## src/rtl/hacd_pkg.sv

```systemverilog
// Shared types and constants for the hacd_core table-init path and the AXI write master.
// Pure declarations; no logic.
// Packet structs are the contract between hawk_tbl_init_wr and hacd_axi_master.
package hacd_pkg;

  localparam int          AXI_ADDR_W       = 64;
  localparam int          LINE_BYTES       = 64;
  localparam int          ENTRIES_PER_LINE = 8;
  localparam logic [31:0] NULL_IDX         = 32'd0;

  // One cacheline write request toward the AXI master
  typedef struct packed {
    logic [AXI_ADDR_W-1:0] addr;
    logic [511:0]          data;
    logic [63:0]           strb;
    logic                  awvalid;
    logic                  wvalid;
  } axi_wr_reqpkt_t;

  // Per-channel accept back from the AXI master
  typedef struct packed {
    logic awready;
    logic wready;
  } axi_wr_rdypkt_t;

  // Free-list node; indices are 1-based, NULL_IDX terminates
  typedef struct packed {
    logic [31:0] next;
    logic [31:0] prev;
  } list_entry_t;

  typedef enum logic [1:0] {
    ST_IDLE,
    ST_ATT_WR,
    ST_LIST_WR
  } init_state_e;

endpackage

```

## src/rtl/hawk_list_line_gen.sv

```systemverilog
// Builds one 512-bit free-list cacheline (8 doubly linked entries) from a line index.
// Purely combinational, zero latency.
// No flow control; the caller holds line_idx stable while the line is in flight.
module hawk_list_line_gen
  import hacd_pkg::*;
#(
  parameter int NUM_ENTRIES = 4096,
  parameter int LIDX_W      = 9
) (
  input  logic [LIDX_W-1:0] line_idx,
  output logic [511:0]      line
);

  logic [31:0] idx;
  list_entry_t ent;

  // Slot k holds entry line_idx*8+k+1, linked to its neighbours; the last entry ends the chain
  always_comb begin
    line = '0;
    idx  = '0;
    ent  = '0;
    for (int k = 0; k < ENTRIES_PER_LINE; k++) begin
      idx      = 32'(line_idx) * 32'(ENTRIES_PER_LINE) + 32'(k) + 32'd1;
      ent.prev = idx - 32'd1;
      ent.next = (idx == 32'(NUM_ENTRIES)) ? NULL_IDX : idx + 32'd1;
      line[64*k +: 64] = ent;
    end
  end

endmodule

```

## src/rtl/hawk_tbl_init_wr.sv

```systemverilog
// Bulk-writes the ATT (all zero) or the free list (linked entries), one cacheline per transfer.
// Valids rise one cycle after the request edge; one line per cycle with readies held high.
// Each AXI channel waits independently on its ready; the next line issues only after both accept.
module hawk_tbl_init_wr
  import hacd_pkg::*;
#(
  parameter int                ADDR_W      = 64,
  parameter logic [ADDR_W-1:0] ATT_BASE    = 64'h8000_0000,
  parameter logic [ADDR_W-1:0] LIST_BASE   = 64'h8010_0000,
  parameter int                NUM_ENTRIES = 4096
) (
  input  logic           clk_i,
  input  logic           rst_ni,
  input  logic           init_att,
  input  logic           init_list,
  output logic           init_att_done,
  output logic           init_list_done,
  output axi_wr_reqpkt_t wr_reqpkt,
  input  axi_wr_rdypkt_t wr_rdypkt
);

  localparam int NUM_LINES = NUM_ENTRIES / ENTRIES_PER_LINE;
  localparam int LIDX_W    = (NUM_LINES > 1) ? $clog2(NUM_LINES) : 1;
  localparam logic [LIDX_W-1:0] LAST_IDX = LIDX_W'(NUM_LINES - 1);

  init_state_e       state;
  logic [LIDX_W-1:0] line_idx;
  logic              init_att_q, init_list_q;
  logic              pend_att, pend_list;
  logic              awvalid, wvalid;
  logic              aw_done, w_done;
  logic              att_edge, list_edge;
  logic              aw_acc, w_acc, aw_fin, w_fin;
  logic [ADDR_W-1:0] line_addr;
  logic [511:0]      list_line;

  assign att_edge  = init_att & ~init_att_q;
  assign list_edge = init_list & ~init_list_q;
  assign aw_acc    = awvalid & wr_rdypkt.awready;
  assign w_acc     = wvalid & wr_rdypkt.wready;
  assign aw_fin    = aw_done | aw_acc;
  assign w_fin     = w_done | w_acc;

  hawk_list_line_gen #(
    .NUM_ENTRIES (NUM_ENTRIES),
    .LIDX_W      (LIDX_W)
  ) u_line_gen (
    .line_idx (line_idx),
    .line     (list_line)
  );

  // Request edge capture, operation sequencing and per-line two-channel handshake
  always_ff @(posedge clk_i or negedge rst_ni) begin
    if (!rst_ni) begin
      state          <= ST_IDLE;
      line_idx       <= '0;
      init_att_q     <= 1'b0;
      init_list_q    <= 1'b0;
      pend_att       <= 1'b0;
      pend_list      <= 1'b0;
      awvalid        <= 1'b0;
      wvalid         <= 1'b0;
      aw_done        <= 1'b0;
      w_done         <= 1'b0;
      init_att_done  <= 1'b0;
      init_list_done <= 1'b0;
    end else begin
      init_att_q  <= init_att;
      init_list_q <= init_list;
      pend_att    <= pend_att | att_edge;
      pend_list   <= pend_list | list_edge;
      case (state)
        ST_IDLE: begin
          if (pend_att | att_edge) begin
            state         <= ST_ATT_WR;
            pend_att      <= 1'b0;
            init_att_done <= 1'b0;
            line_idx      <= '0;
            awvalid       <= 1'b1;
            wvalid        <= 1'b1;
            aw_done       <= 1'b0;
            w_done        <= 1'b0;
          end else if (pend_list | list_edge) begin
            state          <= ST_LIST_WR;
            pend_list      <= 1'b0;
            init_list_done <= 1'b0;
            line_idx       <= '0;
            awvalid        <= 1'b1;
            wvalid         <= 1'b1;
            aw_done        <= 1'b0;
            w_done         <= 1'b0;
          end
        end
        ST_ATT_WR, ST_LIST_WR: begin
          if (aw_fin && w_fin) begin
            aw_done <= 1'b0;
            w_done  <= 1'b0;
            if (line_idx == LAST_IDX) begin
              state   <= ST_IDLE;
              awvalid <= 1'b0;
              wvalid  <= 1'b0;
              if (state == ST_ATT_WR) init_att_done  <= 1'b1;
              else                    init_list_done <= 1'b1;
            end else begin
              line_idx <= line_idx + LIDX_W'(1);
              awvalid  <= 1'b1;
              wvalid   <= 1'b1;
            end
          end else begin
            if (aw_acc) begin
              awvalid <= 1'b0;
              aw_done <= 1'b1;
            end
            if (w_acc) begin
              wvalid <= 1'b0;
              w_done <= 1'b1;
            end
          end
        end
        default: state <= ST_IDLE;
      endcase
    end
  end

  assign line_addr = ((state == ST_LIST_WR) ? LIST_BASE : ATT_BASE)
                   + (ADDR_W'(line_idx) * ADDR_W'(LINE_BYTES));

  // Drive the request packet; payload is zero whenever no table is being written
  always_comb begin
    wr_reqpkt         = '0;
    wr_reqpkt.awvalid = awvalid;
    wr_reqpkt.wvalid  = wvalid;
    if (state != ST_IDLE) begin
      wr_reqpkt.addr = AXI_ADDR_W'(line_addr);
      wr_reqpkt.strb = '1;
      wr_reqpkt.data = (state == ST_LIST_WR) ? list_line : '0;
    end
  end

endmodule

```

## config.mk

```make
export PLATFORM = sky130hd
export DESIGN_NAME = hawk_tbl_init_wr
export DESIGN_NICKNAME = d
export VERILOG_FILES = /design/src/rtl/hacd_pkg.sv /design/src/rtl/hawk_list_line_gen.sv /design/src/rtl/hawk_tbl_init_wr.sv
export SDC_FILE = /design/constraint.sdc
export NUM_CORES = 1
export LEC_CHECK = 0
export BUFFER_PORTS_ARGS = -buffer_cell sky130_fd_sc_hd__buf_2
export CORE_AREA = 2 2 254 256
export DETAILED_ROUTE_END_ITERATION = 12
export DIE_AREA = 0 0 256 258
export PLACE_DENSITY = 0.46
export REMOVE_ABC_BUFFERS = 1
export SYNTH_ARGS = -nofsm -noshare
export SYNTH_HDL_FRONTEND = slang
export SYNTH_HIERARCHICAL = 1
export SYNTH_SLANG_ARGS = --single-unit
```

## constraint.sdc

```tcl
create_clock -name clk_i -period 3.1 [get_ports clk_i]
set_clock_uncertainty 0.1 [all_clocks]
set_input_delay 0.31 -clock clk_i [delete_from_list [all_inputs] [get_ports clk_i]]
set_output_delay 0.31 -clock clk_i [all_outputs]
set_load 0.01 [all_outputs]
```

==> impl.org <==
** Status
- Status :: complete, no violations

** CTS
- Sinks on Clock Net :: 21
- The cell sitting at the root of the clock tree is a sky130_fd_sc_hd__clkbuf_16.
- TritonCTS built the clock tree.
- Clock Tree Buf Depth :: 2
- TritonCTS created 3 clock buffers.
- CTS built an H-tree with a depth of 1.
- Clock-pin slew was measured on the worst setup and hold paths at 0.06 ns.
- At the later pin of the worst-skew pair, clock insertion delay measures 0.26 ns.

** Setup path
- The worst register-to-register path has a setup slack of 0.50 ns.
- Endpoint required time on the critical path :: 2.69 ns
- Startpoint type of the worst setup path :: register
- Crit-path max FO :: 18
- CP max stage cell :: sky130_fd_sc_hd__dfrtp_2
- Critical path's largest stage delay :: 0.44 ns
- Nature of the critical path endpoint :: output pin
- The number of cells on the worst reg-to-reg path is 8.
- Endpoint arrival time on the critical path :: 2.54 ns
- Walking the worst path, the cells encountered are inv_2 > ha_2 > nor3_4 > or3b_4 > nand2b_1 > nor2_1 > buf_4 > and2_1 > buf_2.
- The critical path is of the reg -> out type.

** STA
- Post-route fraction of the period consumed by the critical path :: 95.1%
- Relative max-transition margin :: 54.8%
- RSZ-0062 raised after global routing :: no
- Setup slack after layout :: approximately 0.15 ns
- Count of final hold-check violations :: 0
- Derived from the worst setup path, the maximum achievable clock frequency is roughly 340 MHz.
- The number of slew-limit violations in the final report was 0.
- Setup violations remaining at the end of the flow were counted as 0.
- For the finished layout, the period the worst path requires is 2.95 ns.
- Actual transition at the worst max-transition pin :: 0.672 ns

** Yosys
- After synthesis, the netlist uses between 40 and 50 different library cells.
- For this run, the number of Yosys warnings is 6.
- Syn Inst Count :: 1389
- A synthesized cell averages around 7.0 um^2.
- Top flip-flop cell by instance count after synthesis :: sky130_fd_sc_hd__dfrtp_1
- Number of enable-type register cells in the synthesized netlist :: 0
- Post-synthesis sequential area ratio :: 5.41%
- Post-Syn Area :: a little under 10000 um^2
- After synthesis the netlist holds a flip-flop and latch count of 21.
- In the synthesized netlist the async set-or-reset flop fraction comes to 100%.

** Detailed routing
- Total DRC errors in the routed layout :: 0
- Antenna Nets Post-Route :: 0
- Detailed routing placed a total of 1910 um of wire on met3.
- Met2 wire length :: between 9000 and 10000 um
- Via count of the routed design :: 6143
- Drt first pass iters :: 4
- After the first detailed-routing iteration, the DRC count stood at 161.
- In the routed layout, each cell is associated on average with a via count of 2.68.
- The highest layer touched by signal routing is met5.
- Metal1 wirelength :: 8990 um
- For this block, the routed nets add up to 20600 um of wire.
- After detailed routing, the average wire length per cell comes to 9.00 um.

** Layout
- Measured on the finished design, the core utilization comes to between 10% and 20%.
- Across the whole layout, storage elements account for 528 um^2.
- Layout Cells excl Fill :: 2289
- The repair_antennas step left the layout with diodes totalling 0.
- Fill cell total of the finished layout :: 7330
- Fraction of final layout cells sized beyond drive strength 1 :: 24.0%
- The library cell used most frequently in the layout, excluding fill and tap cells, is sky130_fd_sc_hd__and2_1.
- After the last flow step, the layout net total stands at 1452.
- Summing all multi-input logic gate instances after layout gives 5930 um^2.
- Synthesis-to-finish area growth :: -3.72%
- Post-layout instance area :: around 9400 um^2
- Leaving out fill and tap cells, the most frequent cells in the layout are sky130_fd_sc_hd__and2_1 (515), sky130_fd_sc_hd__conb_1 (387), sky130_fd_sc_hd__buf_2 (285).

** Floorplan
- Top-level I/O count :: 650
- Area of the die :: 66000 um^2
- DIE WIDTH :: 256 um
- Y dimension of the die :: 258 um
- Initial core utilization :: 15.3%
- In this run the core area contains 93 standard-cell rows.
- Core Area :: around 64000 um^2

** Global routing
- The number of antenna violations at the first check in global routing was 2.
- First-pass GRT wire length :: 29000 um
- Vias in the first global route :: 4625
- Entering global routing, the biggest net connects 178 pins.
- In the global route stage, overall resource usage came out at under 10%.
- GRT Residual Overflow :: 0

** Run
- Number of violations of the max-capacitance limit :: 0

** Power
- Worst supply voltage drop on vdd :: between 0.0007 and 0.0008 V
- In this run the power density over the cells is 482 nW/um^2.
- For this design the static power due to leakage is 5.27 nW.
- Overall power consumption after layout is estimated at 4.51 mW.

** Min path
- Tightest Hold Check Type :: in -> reg
- Along the worst hold path, the cell count comes to 1.

** Placement
- OpenSTA, run right after detailed placement, puts the worst setup slack at approximately 0.30 ns.
- Instance area after placement :: 9250 um^2
- Hpwl dp :: 17200 um
- GP Congestion :: 0.755
- DP Cell Count :: approximately 2300
- Port Buffers :: 285
[area by class of cell]
class,instances,area share (%)
tap,855,11.4
inverter,13,0.521
clock buffer,3,0.802
multi-input combinational,1079,63.3
clock inverter,1,0.0535
sequential,21,5.64
timing repair buffer,317,18.2
[sequential cells by signal, indices dropped and copies added, names as in the netlist]
| name | flops |
|---|---|
| pend_list | 1 |
| init_att_done | 1 |
| state | 2 |
| line_idx | 9 |
| aw_done | 1 |
| init_list_q | 1 |
| awvalid | 1 |
| init_list_done | 1 |
| init_att_q | 1 |
| w_done | 1 |
| pend_att | 1 |
| wvalid | 1 |
[synthesized netlist by cell type (5+ instances only)]
library cell               number  area [um^2]
sky130_fd_sc_hd__buf_4        585         4390
sky130_fd_sc_hd__and2_1       515         3220
sky130_fd_sc_hd__clkbuf_1      67          251
sky130_fd_sc_hd__dfrtp_1       21          526
sky130_fd_sc_hd__nand2_1       20         75.1
sky130_fd_sc_hd__nand3_1       14         70.1
sky130_fd_sc_hd__nor2_1        14         52.6
sky130_fd_sc_hd__inv_1         13         48.8
sky130_fd_sc_hd__nor2b_1       12         75.1
sky130_fd_sc_hd__ha_1          11          138
sky130_fd_sc_hd__xnor2_1       11         96.3
sky130_fd_sc_hd__xor2_1        11         96.3
sky130_fd_sc_hd__nand2b_1       9         56.3
sky130_fd_sc_hd__buf_2          7         35.0
sky130_fd_sc_hd__nor4_1         7         43.8
sky130_fd_sc_hd__a21oi_1        6         30.0
sky130_fd_sc_hd__nand4_1        5         31.3
[repair_timing]
action                     CTS  global route
gates resized for setup      0             8
setup buffers                0             0
setup endpoints to repair    0            30
hold buffers                 1             0
hold endpoints to repair    21             0
[metal layers]
metal / vias to the layer above / global-route usage [%]
li1: 3332 / -
met1: 2421 / 7.06
met2: 379 / 9.50
met3: 9 / 1.17
met4: 2 / 1.30
met5: - / 0
[per-stage QoR]
| step | setup TNS, ns | hold WS (ns) |
|---|---|---|
| after global placement | 0 | 0.218 |
| after CTS | 0 | 0.0748 |
| after floorplan | -1985.28 | -0.0856 |
| final | 0 | 0.0734 |
| after global routing | 0 | 0.0766 |
| after detailed placement | 0 | 0.218 |
[where the power goes]
group          switching, mW  internal, mW
Clock                  0.113         0.174
Combinational           2.49          1.33
Sequential            0.0582         0.345
Total                   2.66          1.85
[cells by family after synthesis]
family	Yosys count	synth area share, %
buffers and inverters	673	48.7
XOR/XNOR	25	2.48
other	3	0.116
adder cells (fa/ha/maj)	11	1.42
AO/OA/AOI/OAI	38	2.74
AND/OR/NAND/NOR	616	38.9
multiplexers	2	0.232
flip-flops	21	5.41
[path summary, 6_finish.rpt]
kind                              from        endpoint
hold reg to reg               pend_att        pend_att
min in group asynchronous       rst_ni         awvalid
setup / recovery           line_idx[0]  wr_reqpkt[538]
hold / removal               init_list     init_list_q
setup reg to reg           line_idx[0]     line_idx[7]
max in group asynchronous       rst_ni     line_idx[1]
[critical path: cells and delay by family (launching register included)]
kind | cells | cell delay [ns]
adder cells (fa/ha/maj) | 1 | 0.32
buffers and inverters | 3 | 0.43
flip-flops | 1 | 0.44
AND/OR/NAND/NOR | 5 | 1.06
Note: power is estimated with default switching activity, not from simulation.
